===== src/rtl/taylor_pipe_ctrl.sv =====
// Control sequencer for a STAGES-deep chain of pipelined Taylor-series slices.
// Define TAYLOR_CTRL_PERF_EN to build the output-stall cycle counter on stall_cnt.
module taylor_pipe_ctrl #(
    parameter int STAGES = 4,
    parameter int TW     = 3
) (
    input  logic              clk,
    input  logic              rst,
    input  logic              in_valid,
    output logic              in_ready,
    input  logic              in_func,
    input  logic [TW-1:0]     in_terms,
    output logic              pipe_en,
    output logic [STAGES-1:0] stage_addr,
    output logic [STAGES-1:0] stage_sel_sum,
    input  logic [STAGES-1:0] stage_ovf,
    output logic              out_valid,
    input  logic              out_ready,
    output logic              out_func,
    output logic              out_overflow,
    output logic [31:0]       stall_cnt
);
    localparam logic [TW-1:0] MAX_TERMS = TW'(STAGES);

    // Banks 0..STAGES; the term count is only consumed by slices, so bank STAGES has none.
    logic [STAGES:0] v;
    logic [STAGES:0] func;
    logic [STAGES:0] ovf;
    logic [TW-1:0]   terms [STAGES];
    logic [TW-1:0]   sat_terms;

    assign sat_terms    = (in_terms > MAX_TERMS) ? MAX_TERMS : in_terms;
    assign pipe_en      = ~v[STAGES] | out_ready;
    assign in_ready     = pipe_en;
    assign out_valid    = v[STAGES];
    assign out_func     = func[STAGES];
    assign out_overflow = ovf[STAGES];

    always_comb begin
        // NOTE: defaults first so no path through this block can infer a latch.
        stage_addr    = '0;
        stage_sel_sum = '1;
        for (int k = 0; k < STAGES; k++) begin
            stage_addr[k]    = func[k];
            stage_sel_sum[k] = ~v[k] | (TW'(k) >= terms[k]);
        end
    end

    always_ff @(posedge clk) begin
        if (rst) begin
            v    <= '0;
            func <= '0;
            ovf  <= '0;
            // NOTE: the per-bank term registers are cleared too so reset state is fully defined.
            for (int k = 0; k < STAGES; k++) terms[k] <= '0;
        end else if (pipe_en) begin
            v[0]     <= in_valid;
            func[0]  <= in_func;
            ovf[0]   <= 1'b0;
            terms[0] <= sat_terms;
            for (int k = 0; k < STAGES; k++) begin
                v[k+1]    <= v[k];
                func[k+1] <= func[k];
                // Only an adding, valid slice may tag its own item; the flag then rides along.
                ovf[k+1]  <= ovf[k] | (v[k] & ~stage_sel_sum[k] & stage_ovf[k]);
            end
            for (int k = 1; k < STAGES; k++) terms[k] <= terms[k-1];
        end
    end

`ifdef TAYLOR_CTRL_PERF_EN
    always_ff @(posedge clk) begin
        if (rst)
            stall_cnt <= '0;
        else if (out_valid & ~out_ready)
            stall_cnt <= stall_cnt + 32'd1;
    end
`else
    assign stall_cnt = '0;
`endif

endmodule


===== config.mk =====
export PLATFORM = sky130hd
export DESIGN_NAME = taylor_pipe_ctrl
export DESIGN_NICKNAME = d
export VERILOG_FILES = /design/src/rtl/taylor_pipe_ctrl.sv
export SDC_FILE = /design/constraint.sdc
export NUM_CORES = 1
export LEC_CHECK = 0
export ABC_AREA = 1
export ABC_CLOCK_PERIOD_IN_PS = 1400
export BUFFER_PORTS_ARGS = -buffer_cell sky130_fd_sc_hd__buf_4
export CAP_MARGIN = 10
export CORE_ASPECT_RATIO = 0.75
export CORE_UTILIZATION = 40
export CTS_CLUSTER_SIZE = 10
export DETAILED_ROUTE_END_ITERATION = 7
export GPL_TIMING_DRIVEN = 0
export PLACE_DENSITY_LB_ADDON = 0.1
export SETUP_SLACK_MARGIN = 0.02
export SLEW_MARGIN = 20
export SYNTH_ARGS = -nofsm -noshare
export SYNTH_HDL_FRONTEND = slang
export SYNTH_SLANG_ARGS = --single-unit

===== constraint.sdc =====
create_clock -name clk -period 1.4 [get_ports clk]
set_clock_uncertainty 0.15 [all_clocks]
set_input_delay 0.07 -clock clk [delete_from_list [all_inputs] [get_ports clk]]
set_output_delay 0.07 -clock clk [all_outputs]
set_load 0.02 [all_outputs]

==> results of run 1 <==
-- cells by family (layout without fill, tap and decap cells) --
group           after synthesis  count (layout)  share of synthesized area
buf+inv                      59              96                      0.296
simple gates                 41              41                      0.152
flops                        24              24                      0.484
compound gates               12              12                     0.0647
other cells                   1              32                    0.00313
-- metrics by stage --
stage	power, W	worst slack, ns	area (um^2)	utilization	hold slack (ns)
final	0.00149	0.0508	1690	0.620	0.00645
after global routing	0.00156	0.0260	1690	0.620	0.0497
after floorplan	0.000975	0.0960	1320	-	-0.0109
after CTS	0.00150	0.0461	1690	0.619	0.00459
after detailed placement	0.00103	0.182	1540	0.566	0.123
after global placement	0.00102	0.210	1540	0.566	0.121
-- layer usage --
layer | GRT usage | vias up | routed length [um]
met5 | 0 | - | 0
met4 | 0.0217 | 0 | 0
met3 | 0.0607 | 0 | 169
met2 | 0.251 | 33 | 1040
met1 | 0.160 | 379 | 879
li1 | - | 489 | -
-- what timing repair did --
item / CTS / global route
gates resized for setup: 0 / 1
endpoints found under the setup margin: 0 / 1
hold buffers: 9 / 0
hold endpoints to repair: 11 / 0
-- registers in the layout, indices dropped and copies added (netlist names) --
register  flops
func          5
ovf           4
terms        10
v             5
-- power by group --
part	internal, W	switching, W
Sequential	0.000748	0.00000964
Combinational	0.000125	0.000149
Clock	0.000251	0.000205
Total	0.00112	0.000364
-- worst max-delay path by stage --
| stage | from | endpoint | slack (ns) | cells after the start |
|---|---|---|---|---|
| after global placement | v[4]$_SDFFE_PP0P_ | terms[0][2]$_SDFFCE_PN0P_ | 0.21 | 3 |
| final | rst | v[4]$_SDFFE_PP0P_ | 0.05 | 4 |
| after floorplan | v[4]$_SDFFE_PP0P_ | terms[0][0]$_SDFFCE_PN0P_ | 0.1 | 5 |
| after CTS | v[4]$_SDFFE_PP0P_ | v[4]$_SDFFE_PP0P_ | 0.05 | 3 |
| after detailed placement | v[4]$_SDFFE_PP0P_ | terms[0][1]$_SDFFCE_PN0P_ | 0.18 | 5 |
| after global routing | rst | v[4]$_SDFFE_PP0P_ | 0.03 | 4 |
-- cell type report --
type | count | area share
buffer | 34 | 0.153
clock buffer | 4 | 0.0326
inverter | 25 | 0.0571
multi-input combinational | 85 | 0.225
sequential | 24 | 0.345
tap | 36 | 0.0267
timing repair buffer | 33 | 0.160
-- cells in the final DEF (no fill, tap or decap), types with 3 or more instances in the layout --
cell and n:
sky130_fd_sc_hd__clkbuf_8 4, sky130_fd_sc_hd__dfxtp_1 13, sky130_fd_sc_hd__inv_2 3, sky130_fd_sc_hd__dlygate4sd3_1 9, sky130_fd_sc_hd__nor2_1 10, sky130_fd_sc_hd__nand2_1 24
sky130_fd_sc_hd__inv_1 21, sky130_fd_sc_hd__edfxtp_1 10, sky130_fd_sc_hd__buf_4 57, sky130_fd_sc_hd__o22ai_1 6, sky130_fd_sc_hd__nand3_1 3, sky130_fd_sc_hd__conb_1 32
-- worst register-to-register path, delay by kind of cell (launching register included) --
kind | cells | cell delay (ns)
AO/OA/AOI/OAI | 1 | 0.07
buffers and inverters | 1 | 0.54
AND/OR/NAND/NOR | 1 | 0.11
flip-flops | 1 | 0.34
==> impl_summary.log, run 1 <==
[metrics] DRC viols: 0
[metrics] setup repair after global routing missed its margin: no
[metrics] end of the worst register-to-register path: v[4]$_SDFFE_PP0P_
[metrics] P_leak: 0.894 nW
[metrics] result of the run: completed
[metrics] via-per-instance ratio: 3.74
[metrics] Cell Count, Final, Fillers Out: 241
[metrics] number of global-route vias before repair: 781
[metrics] dpl cells: 228
[metrics] final HPWL from detailed placement: 1560 um
[metrics] Arr. time, crit path: 1.41 ns
[metrics] maximum number of pins on one net before global-route repair: 19
[metrics] kind of capture point of the worst setup path: flip-flop
[metrics] multi-input combinational cell area: 380 um^2
[metrics] critical path peak fanout: 3
[metrics] hold path depth: 5
[metrics] worst stage delay on the critical path: 0.54 ns
[metrics] Final Wtd Congestion: 0.742
[metrics] clock-pin slew reported for the worst setup and hold paths after clock tree synthesis: 0.08 ns
[metrics] Max VDD drop: 0.647 mV
[metrics] most used cell, CP: sky130_fd_sc_hd__dlygate4sd3_1
[metrics] number of fill cells: 258
[metrics] leading post-synthesis cells by cell area: sky130_fd_sc_hd__edfxtp_1 (25%), sky130_fd_sc_hd__dfxtp_1 (23%), sky130_fd_sc_hd__buf_4 (21%)
[metrics] die boundary width: 65.2 um
[metrics] die footprint: 0.00322 mm^2
[metrics] dominant cell type by area after synthesis: sky130_fd_sc_hd__edfxtp_1
[metrics] antenna violations before repair: 0
[metrics] gate family responsible for the most delay along the worst path: buffers and inverters
[metrics] ordered list of cells on the worst path: dlygate4sd3_1 -> buf_4 -> a21oi_1 -> dlygate4sd3_1
[metrics] count of buffer and inverter cells on the critical path: 3
[metrics] Crit-path slowest cell: sky130_fd_sc_hd__dlygate4sd3_1
[metrics] startpoint of the worst register-to-register path: v[4]$_SDFFE_PP0P_
[metrics] count of unique library cells instantiated by Yosys: 19
[metrics] EDFF count, synth: 10
[metrics] Nets: 218
[metrics] number of cells on the worst reg-to-reg path: 3
[metrics] clock period minus final worst setup slack: 1.35 ns
[metrics] power per standard cell area: 881 mW/mm^2
[metrics] post-synthesis sequential element count: 24
[metrics] post-CTS setup buffers: 0
[metrics] dominant cell by count in the synthesized netlist: sky130_fd_sc_hd__buf_4
[metrics] nature of the critical path startpoint: input port
[metrics] number of buffers added by the clock tree synthesis step: 3
[metrics] ranking of synthesized cells by instance count: sky130_fd_sc_hd__buf_4 (33), sky130_fd_sc_hd__nand2_1 (24), sky130_fd_sc_hd__inv_1 (21), sky130_fd_sc_hd__dfxtp_1 (14)
[metrics] max frequency: 741 MHz
[metrics] number of detailed-route iterations in the first pass: 4
[metrics] height of the die: 49.4 um
[metrics] HP Start: stage_ovf[1]
[metrics] Initial Util: 0.441
[metrics] overall fraction of global-route tracks in use: 0.142
[metrics] worst-case hold path end point: ovf[2]$_SDFFE_PP0P_
[metrics] accumulated negative setup slack: 0 ns
[metrics] via count: 901
[metrics] layout cell share with drive strength beyond 1: 0.351
[metrics] H-tree levels: 1
[metrics] path type of the worst min-delay path: input port to flip-flop
[metrics] IO Port Bufs: 24
[metrics] CTS sink count: 24
[metrics] maximum capacitance violations: 0
[metrics] CTS tree: done
[metrics] endpoint required time on the critical path: 1.46 ns
[metrics] remaining global-route overflow: 0
[metrics] post-synthesis instance area: 0.00120 mm^2
[metrics] Clock Root Buffer: sky130_fd_sc_hd__clkbuf_8
[metrics] Async SR Flop Fraction: 0
[metrics] cell count after synthesis: 137
[metrics] ratio of final minimum period to clock period: 0.964
[metrics] Area Overhead vs Synth: 40.7%
[metrics] count of routing violations after the opening detailed-route iteration: 21
[metrics] clock insertion delay at the later pin of the skew report: 0.26 ns
[metrics] CORE AREA: 0.00272 mm^2
[metrics] number of hold-slack violations in the final timing report: 0
[metrics] top-area cell type share of the netlist area: 0.250
[metrics] DRT Wirelength: 2090 um
[metrics] Post-DRT Antenna Nets: 0
[metrics] area of all sequential standard cells: 582 um^2
[metrics] total number of yosys warnings: 0
[metrics] leading register cell type out of synthesis: sky130_fd_sc_hd__dfxtp_1
[metrics] synthesized area divided by synthesized cell count: 8.76 um^2
[metrics] class of the most critical setup path: input port to flip-flop
[metrics] wire per inst: 8.66 um
[metrics] number of rows created at floorplan: 16
[metrics] buffer depth of the longest clock path: 2
[metrics] global-route wire length before repair: 3440 um
[metrics] IO Count: 57
[metrics] Pins Over Slew Limit: 0
[metrics] number of endpoints failing setup at the final stage: 0
[metrics] count of antenna diodes in the layout: 0
[metrics] reg-to-reg setup timing slack: 0.08 ns
[metrics] Seq/Total Area, Yosys: 0.484
Power figures use the tool's default switching activity.
==> run 2: changes to the inputs <==
Settings changed: CORE_UTILIZATION 40 to 25.
==> run 2 against run 1 <==
- the flow now finishes with violations (hold timing)
- power up 9.7%
- clock power is 31% higher
- critical path depth up 3
- final cell count rose by 9.1%
- sequential power is essentially flat
- largest cell class unchanged
==> impl_summary.log, run 2 (synthesis gave the netlist of run 1 again) <==
[metrics] result of the run: finished, violations left
[metrics] violations in the final reports: hold timing
[metrics] antenna violations before repair: 0 (unchanged)
[metrics] end of the worst register-to-register path: terms[3][2]$_SDFFCE_PN0P_
[metrics] DRT Wirelength: 2140 um (+2.4%)
[metrics] CTS tree: done
[metrics] via count: 928 (+3.0%)
[metrics] remaining global-route overflow: 0 (unchanged)
[metrics] Nets: 219 (+0.46%)
[metrics] hold path depth: 4 (-1)
[metrics] die boundary width: 82.0 um (+26%)
[metrics] number of hold-slack violations in the final timing report: 1 (+1)
[metrics] buffer depth of the longest clock path: 2 (unchanged)
[metrics] setup repair after global routing missed its margin: no
[metrics] worst stage delay on the critical path: 0.54 ns (about the same)
[metrics] Reg with most FFs: terms
[metrics] number of detailed-route iterations in the first pass: 4 (unchanged)
[metrics] global-route met3 utilization: 0.0409 (-0.0199)
[metrics] worst hold margin: -0.0389 ns (-0.0454 ns)
[metrics] most common library cell in the layout ignoring fill and taps: sky130_fd_sc_hd__buf_4
[metrics] global-route wire length before repair: 3310 um (-3.8%)
[metrics] IO Count: 57 (unchanged)
[metrics] most used cell, CP: sky130_fd_sc_hd__inv_2
[metrics] wire per inst: 8.12 um (-6.2%)
[metrics] DRC viols: 0 (unchanged)
[metrics] clock period minus final worst setup slack: 1.28 ns (-0.0725 ns)
[metrics] highest-utilization routing layer at the global route stage: met2
[metrics] count of buffer and inverter cells on the critical path: 4 (+1)
[metrics] number of buffers added by the clock tree synthesis step: 3 (unchanged)
[metrics] H-tree levels: 1 (unchanged)
[metrics] number of global-route vias before repair: 758 (-2.9%)
[metrics] CTS sink count: 24 (unchanged)
[metrics] Crit-path slowest cell: sky130_fd_sc_hd__dlygate4sd3_1
[metrics] height of the die: 62.0 um (+25%)
[metrics] nature of the critical path startpoint: input port
[metrics] number of buffers added to fix hold violations after cts: 11 (+2)
[metrics] clock insertion delay at the later pin of the skew report: 0.27 ns (about the same)
[metrics] number of flip-flops under the largest register name: 10 (unchanged)
[metrics] grt met1 use: 0.117 (-0.0431)
[metrics] Clock Root Buffer: sky130_fd_sc_hd__clkbuf_8
[metrics] number of cells on the worst reg-to-reg path: 3 (unchanged)
[metrics] Area Overhead vs Synth: 45.0%
[metrics] reg-to-reg setup timing slack: 0.21 ns (+0.13 ns)
[metrics] ratio of final minimum period to clock period: 0.912 (-0.0518)
[metrics] total power of the final layout: 0.00163 W (+9.7%)
[metrics] IO Port Bufs: 24 (unchanged)
[metrics] die footprint: 0.00508 mm^2 (+58%)
[metrics] count of antenna diodes in the layout: 0 (unchanged)
[metrics] max frequency: 783 MHz (+5.7%)
[metrics] number of endpoints failing setup at the final stage: 0 (unchanged)
[metrics] CORE AREA: 0.00455 mm^2 (+67%)
[metrics] Final Wtd Congestion: 0.670 (-9.6%)
[metrics] class of the most critical setup path: input port to flip-flop
[metrics] power per standard cell area: 938 mW/mm^2 (+6.4%)
[metrics] Largest regs: terms x10, func x5, v x5
[metrics] final HPWL from detailed placement: 1610 um (+3.4%)
[metrics] worst-case hold path end point: v[4]$_SDFFE_PP0P_
[metrics] Initial Util: 0.264 (-0.177)
[metrics] path type of the worst min-delay path: input port to flip-flop
[metrics] accumulated negative setup slack: 0 ns (unchanged)
[metrics] critical path peak fanout: 9 (+6)
[metrics] ordered list of cells on the worst path: dlygate4sd3_1 -> buf_4 -> inv_2 -> nand2_4 -> inv_2 -> nand2_1 -> nor2_1
[metrics] Post-DRT Antenna Nets: 0 (unchanged)
[metrics] gate family responsible for the most delay along the worst path: buffers and inverters
[metrics] overall fraction of global-route tracks in use: 0.0905 (-0.0516)
[metrics] Arr. time, crit path: 1.26 ns (-0.15 ns)
[metrics] maximum capacitance violations: 0 (unchanged)
[metrics] maximum number of pins on one net before global-route repair: 19 (unchanged)
[metrics] endpoint required time on the critical path: 1.38 ns (-0.08 ns)
[metrics] top library cells by usage in the layout, fill and taps aside: sky130_fd_sc_hd__buf_4 (57), sky130_fd_sc_hd__conb_1 (32), sky130_fd_sc_hd__nand2_1 (24), sky130_fd_sc_hd__inv_1 (21), sky130_fd_sc_hd__dfxtp_1 (13)
[metrics] via-per-instance ratio: 3.53 (-5.6%)
[metrics] met2 Resource Use GR: 0.135 (-0.116)
[metrics] HP Start: out_ready
[metrics] number of rows created at floorplan: 21 (+5)
[metrics] kind of capture point of the worst setup path: flip-flop
[metrics] layout cell share with drive strength beyond 1: 0.350 (-0.00170)
[metrics] P_leak: 0.902 nW (+0.94%)
[metrics] clock-pin slew reported for the worst setup and hold paths after clock tree synthesis: 0.09 ns (about the same)
[metrics] Max VDD drop: 0.365 mV (-44%)
[metrics] startpoint of the worst register-to-register path: v[4]$_SDFFE_PP0P_
[metrics] count of routing violations after the opening detailed-route iteration: 24 (+14%)
[metrics] Pins Over Slew Limit: 0 (unchanged)
## run 2: changes by cell type in the layout (fill, tap and decap cells not counted)
| cell | before | now |
|---|---|---|
| sky130_fd_sc_hd__bufinv_16 | 0 | 1 |
| sky130_fd_sc_hd__clkbuf_8 | 4 | 3 |
| sky130_fd_sc_hd__dlygate4sd3_1 | 9 | 10 |
## run 2: how the worst max path moves through the flow
stage | start | endpoint | cells after the start
after global placement | v[4]$_SDFFE_PP0P_ | terms[0][0]$_SDFFCE_PN0P_ | 3
final | rst | terms[0][1]$_SDFFCE_PN0P_ | 7
after floorplan | v[4]$_SDFFE_PP0P_ | terms[0][0]$_SDFFCE_PN0P_ | 5
after global routing | terms[0][1]$_SDFFCE_PN0P_ | stage_sel_sum[0] | 4
after CTS | v[4]$_SDFFE_PP0P_ | v[4]$_SDFFE_PP0P_ | 3
after detailed placement | v[4]$_SDFFE_PP0P_ | terms[0][1]$_SDFFCE_PN0P_ | 3
## run 2: metrics by stage
step           instance area [um^2]  utilization  instances  hold slack, ns  setup WS [ns]
2_1_floorplan                  1320            -        168         -0.0109         0.0960
3_3_place_gp                   1570        0.345        249           0.122          0.184
3_5_place_dp                   1570        0.345        249           0.126          0.167
4_1_cts                        1750        0.385        264          0.0595         0.0572
5_1_grt                        1740        0.383        263         -0.0182         0.0398
6_report                       1740        0.383        263         -0.0389          0.123
## run 2: layer usage
layer | wire (um) | part of all wire
met1 | 1020 | 0.48
met5 | 0 | 0
met4 | 18 | 0.0084
met2 | 923 | 0.43
met3 | 170 | 0.080
## run 2: cell type report
cell class                      count  area (um^2)
Tap cell                           57         71.3
Inverter                           25         96.3
Sequential cell                    24          582
Clock buffer                        3         41.3
Timing Repair Buffer               34          280
Fill cell                         492         2810
Clock inverter                      1         30.0
Buffer                             34          259
Multi-Input combinational cell     85          380
## run 2: repair_timing
action                     4_1_cts  5_1_grt
resized for setup                0        1
setup buffers                    0        0
setup endpoints to repair        0        1
hold endpoints to repair        11        1
## run 2: worst min-delay path, stage by stage
cell and delay [ns]:
sky130_fd_sc_hd__buf_4 0.08, sky130_fd_sc_hd__inv_2 0.03, sky130_fd_sc_hd__nand2_4 0.09, sky130_fd_sc_hd__a21oi_1 0.07
## run 2: report_power, final
group | internal, W | total, W | switching [W]
combinational | 0.000128 | 0.000278 | 0.000150
clock | 0.000382 | 0.000597 | 0.000215
sequential | 0.000748 | 0.000758 | 0.00000943
total | 0.00126 | 0.00163 | 0.000374
==> run 3: changes to the inputs <==
Settings changed: PLACE_DENSITY set to 0.53, PLACE_DENSITY_LB_ADDON 0.1 to unset.
==> run 3 against run 2 <==
- the run still ends with hold timing left
- final cell count fell by 0.38%
- power barely moved
- count of clock-buffer cells in the layout is the same
- worst setup slack better by 0.0085 ns
- utilization fell by 0.25 points
- worst hold slack is essentially flat
- maximum frequency increased by 0.67%
- final area fell by 0.65%
- non-clock buffer count decreased by 1
- sequential power about the same
- register-to-register slack worse by 0.02 ns
- critical path depth stayed put
- largest cell class unchanged
==> impl_summary.log, run 3 (synthesis gave the netlist of run 1 again) <==
[metrics] result of the run: finished, violations left
[metrics] violations in the final reports: hold timing
[metrics] number of flip-flops under the largest register name: 10 (unchanged)
[metrics] maximum capacitance violations: 0 (unchanged)
[metrics] Resized cells post-CTS: 0 (unchanged)
[metrics] maximum number of pins on one net before global-route repair: 19 (unchanged)
[metrics] Initial Util: 0.264 (unchanged)
[metrics] number of hold-slack violations in the final timing report: 2 (+1)
[metrics] setup repair after global routing missed its margin: no
[metrics] CTS tree: done
[metrics] accumulated negative setup slack: 0 ns (unchanged)
[metrics] power share of the clock group: 0.368 (+0.002)
[metrics] switching power share of the total: 0.230 (+0.000799)
[metrics] power per standard cell area: 943 mW/mm^2 (+0.59%)
[metrics] clock-pin slew reported for the worst setup and hold paths after clock tree synthesis: 0.08 ns (about the same)
[metrics] power share of the sequential group: 0.464 (about the same)
[metrics] antenna violations before repair: 0 (unchanged)
[metrics] dpl cells: 249 (unchanged)
[metrics] path type of the worst min-delay path: input port to flip-flop
[metrics] Cell Count, Final, Fillers Out: 262 (-0.38%)
[metrics] endpoint required time on the critical path: 1.38 ns (about the same)
[metrics] H-tree levels: 1 (unchanged)
[metrics] most common library cell in the layout ignoring fill and taps: sky130_fd_sc_hd__buf_4
[metrics] remaining global-route overflow: 0 (unchanged)
[metrics] height of the die: 62.0 um (unchanged)
[metrics] CTS sink count: 24 (unchanged)
[metrics] Clock Root Buffer: sky130_fd_sc_hd__clkbuf_8
[metrics] top library cells by usage in the layout, fill and taps aside: sky130_fd_sc_hd__buf_4 (57), sky130_fd_sc_hd__conb_1 (32), sky130_fd_sc_hd__nand2_1 (24), sky130_fd_sc_hd__inv_1 (21), sky130_fd_sc_hd__dfxtp_1 (14)
[metrics] Non-Filler Cell Area, Final: 0.00173 mm^2 (-0.65%)
[metrics] Largest regs: terms x10, func x5, v x5
[metrics] IO Count: 57 (unchanged)
[metrics] via-per-instance ratio: 3.30 (-6.4%)
[metrics] overall fraction of global-route tracks in use: 0.0807 (-0.00985)
[metrics] Max VDD drop: 0.605 mV (+66%)
[metrics] Util after Layout: 0.380 (-0.00248)
[metrics] P_leak: 0.897 nW (-0.52%)
[metrics] number of global-route vias before repair: 738 (-2.6%)
[metrics] number of detailed-route iterations in the first pass: 4 (unchanged)
[metrics] Post-Place Cell Area: 0.00157 mm^2 (unchanged)
[metrics] Post-DRT Antenna Nets: 0 (unchanged)
[metrics] Arr. time, crit path: 1.24 ns (-0.02 ns)
[metrics] Pins Over Slew Limit: 0 (unchanged)
[metrics] critical path peak fanout: 9 (unchanged)
[metrics] clock period minus final worst setup slack: 1.27 ns (-0.00846 ns)
[metrics] count of antenna diodes in the layout: 0 (unchanged)
[metrics] DRC viols: 0 (unchanged)
[metrics] IO Port Bufs: 24 (unchanged)
[metrics] max frequency: 788 MHz (+0.67%)
[metrics] worst hold margin: -0.0387 ns (+0.000261 ns)
[metrics] wire per inst: 7.35 um (-9.5%)
[metrics] via count: 865 (-6.8%)
[metrics] post-CTS setup buffers: 0 (unchanged)
[metrics] internal portion of total power: 0.00126 W (-0.17%)
[metrics] buffer depth of the longest clock path: 2 (unchanged)
[metrics] die footprint: 0.00508 mm^2 (unchanged)
[metrics] global-route wire length before repair: 3080 um (-6.9%)
[metrics] Area Overhead vs Synth: 44.1%
[metrics] number of buffers added by the clock tree synthesis step: 3 (unchanged)
[metrics] clock insertion delay at the later pin of the skew report: 0.27 ns (about the same)
[metrics] CORE AREA: 0.00455 mm^2 (unchanged)
[metrics] switching power: 0.000375 W (+0.29%)
[metrics] number of endpoints failing setup at the final stage: 0 (unchanged)
[metrics] nature of the critical path startpoint: input port
[metrics] number of rows created at floorplan: 21 (unchanged)
[metrics] kind of capture point of the worst setup path: flip-flop
[metrics] final HPWL from detailed placement: 1450 um (-9.8%)
[metrics] count of routing violations after the opening detailed-route iteration: 15 (-38%)
[metrics] Nets: 218 (-0.46%)
[metrics] die boundary width: 82.0 um (unchanged)
[metrics] layout cell share with drive strength beyond 1: 0.346 (-0.00317)
[metrics] part of the power in combinational logic: 0.168 (-0.002)
[metrics] ratio of final minimum period to clock period: 0.906 (-0.00604)
[metrics] Final Wtd Congestion: 0.669 (-0.24%)
[metrics] DRT Wirelength: 1930 um (-9.8%)
[metrics] class of the most critical setup path: input port to flip-flop
[metrics] Reg with most FFs: terms
## run 3: cell count changes in the layout (fill, tap and decap cells not counted), sizes merged
cell	change
dlygate4sd3	-1
## run 3: critical path, cell delays in order
cell                            delay [ns]
sky130_fd_sc_hd__dlygate4sd3_1        0.54
sky130_fd_sc_hd__buf_4                0.15
sky130_fd_sc_hd__inv_2                0.06
sky130_fd_sc_hd__nand2_4              0.09
sky130_fd_sc_hd__inv_2                0.14
sky130_fd_sc_hd__nand2_1              0.08
sky130_fd_sc_hd__nor2_1               0.11
## run 3: final timing paths
check | from | endpoint | slack [ns] | cells past startpoint
max | rst | terms[0][1]$_SDFFCE_PN0P_ | 0.13 | 7
min reg2reg | ovf[3]$_SDFFE_PP0P_ | ovf[3]$_SDFFE_PP0P_ | 0.30 | 2
max reg2reg | v[4]$_SDFFE_PP0P_ | terms[0][1]$_SDFFCE_PN0P_ | 0.19 | 5
min | out_ready | v[4]$_SDFFE_PP0P_ | -0.04 | 4
## run 3: routing by layer
metal,routed length [um],global-route usage,part of all wire
met2,842,0.126,0.44
met1,925,0.109,0.48
met4,8,0.00752,0.0042
met3,149,0.0321,0.077
met5,0,0,0
## run 3: cell type report
class	instances	area, um^2
plain buffers	34	259
well taps	57	71.3
multi-input cells	85	380
repair buffers	33	270
clock inverters	1	30.0
fillers	469	2820
flip-flops and latches	24	581
inverters	25	96.3
clock buffers	3	41.3
## run 3: metrics by stage
stage | setup slack, ns | power, W
after global placement | 0.198 | 0.00102
after global routing | 0.0654 | 0.00170
after detailed placement | 0.196 | 0.00103
after floorplan | 0.0960 | 0.000975
after CTS | 0.0529 | 0.00164
final | 0.132 | 0.00163
## run 3: power groups by stage
stage	clock network [W]	logic, W	registers (W)
4_1_cts	0.000609	0.000272	0.000758
2_1_floorplan	0	0.000197	0.000779
3_3_place_gp	0	0.000251	0.000774
3_5_place_dp	0	0.000251	0.000774
5_1_grt	0.000640	0.000303	0.000760
6_report	0.000600	0.000274	0.000757
## run 3: what timing repair did
action | CTS | global route
hold buffers | 10 | 0
endpoints found under the hold margin | 11 | 0
endpoints found under the setup margin | 0 | 1
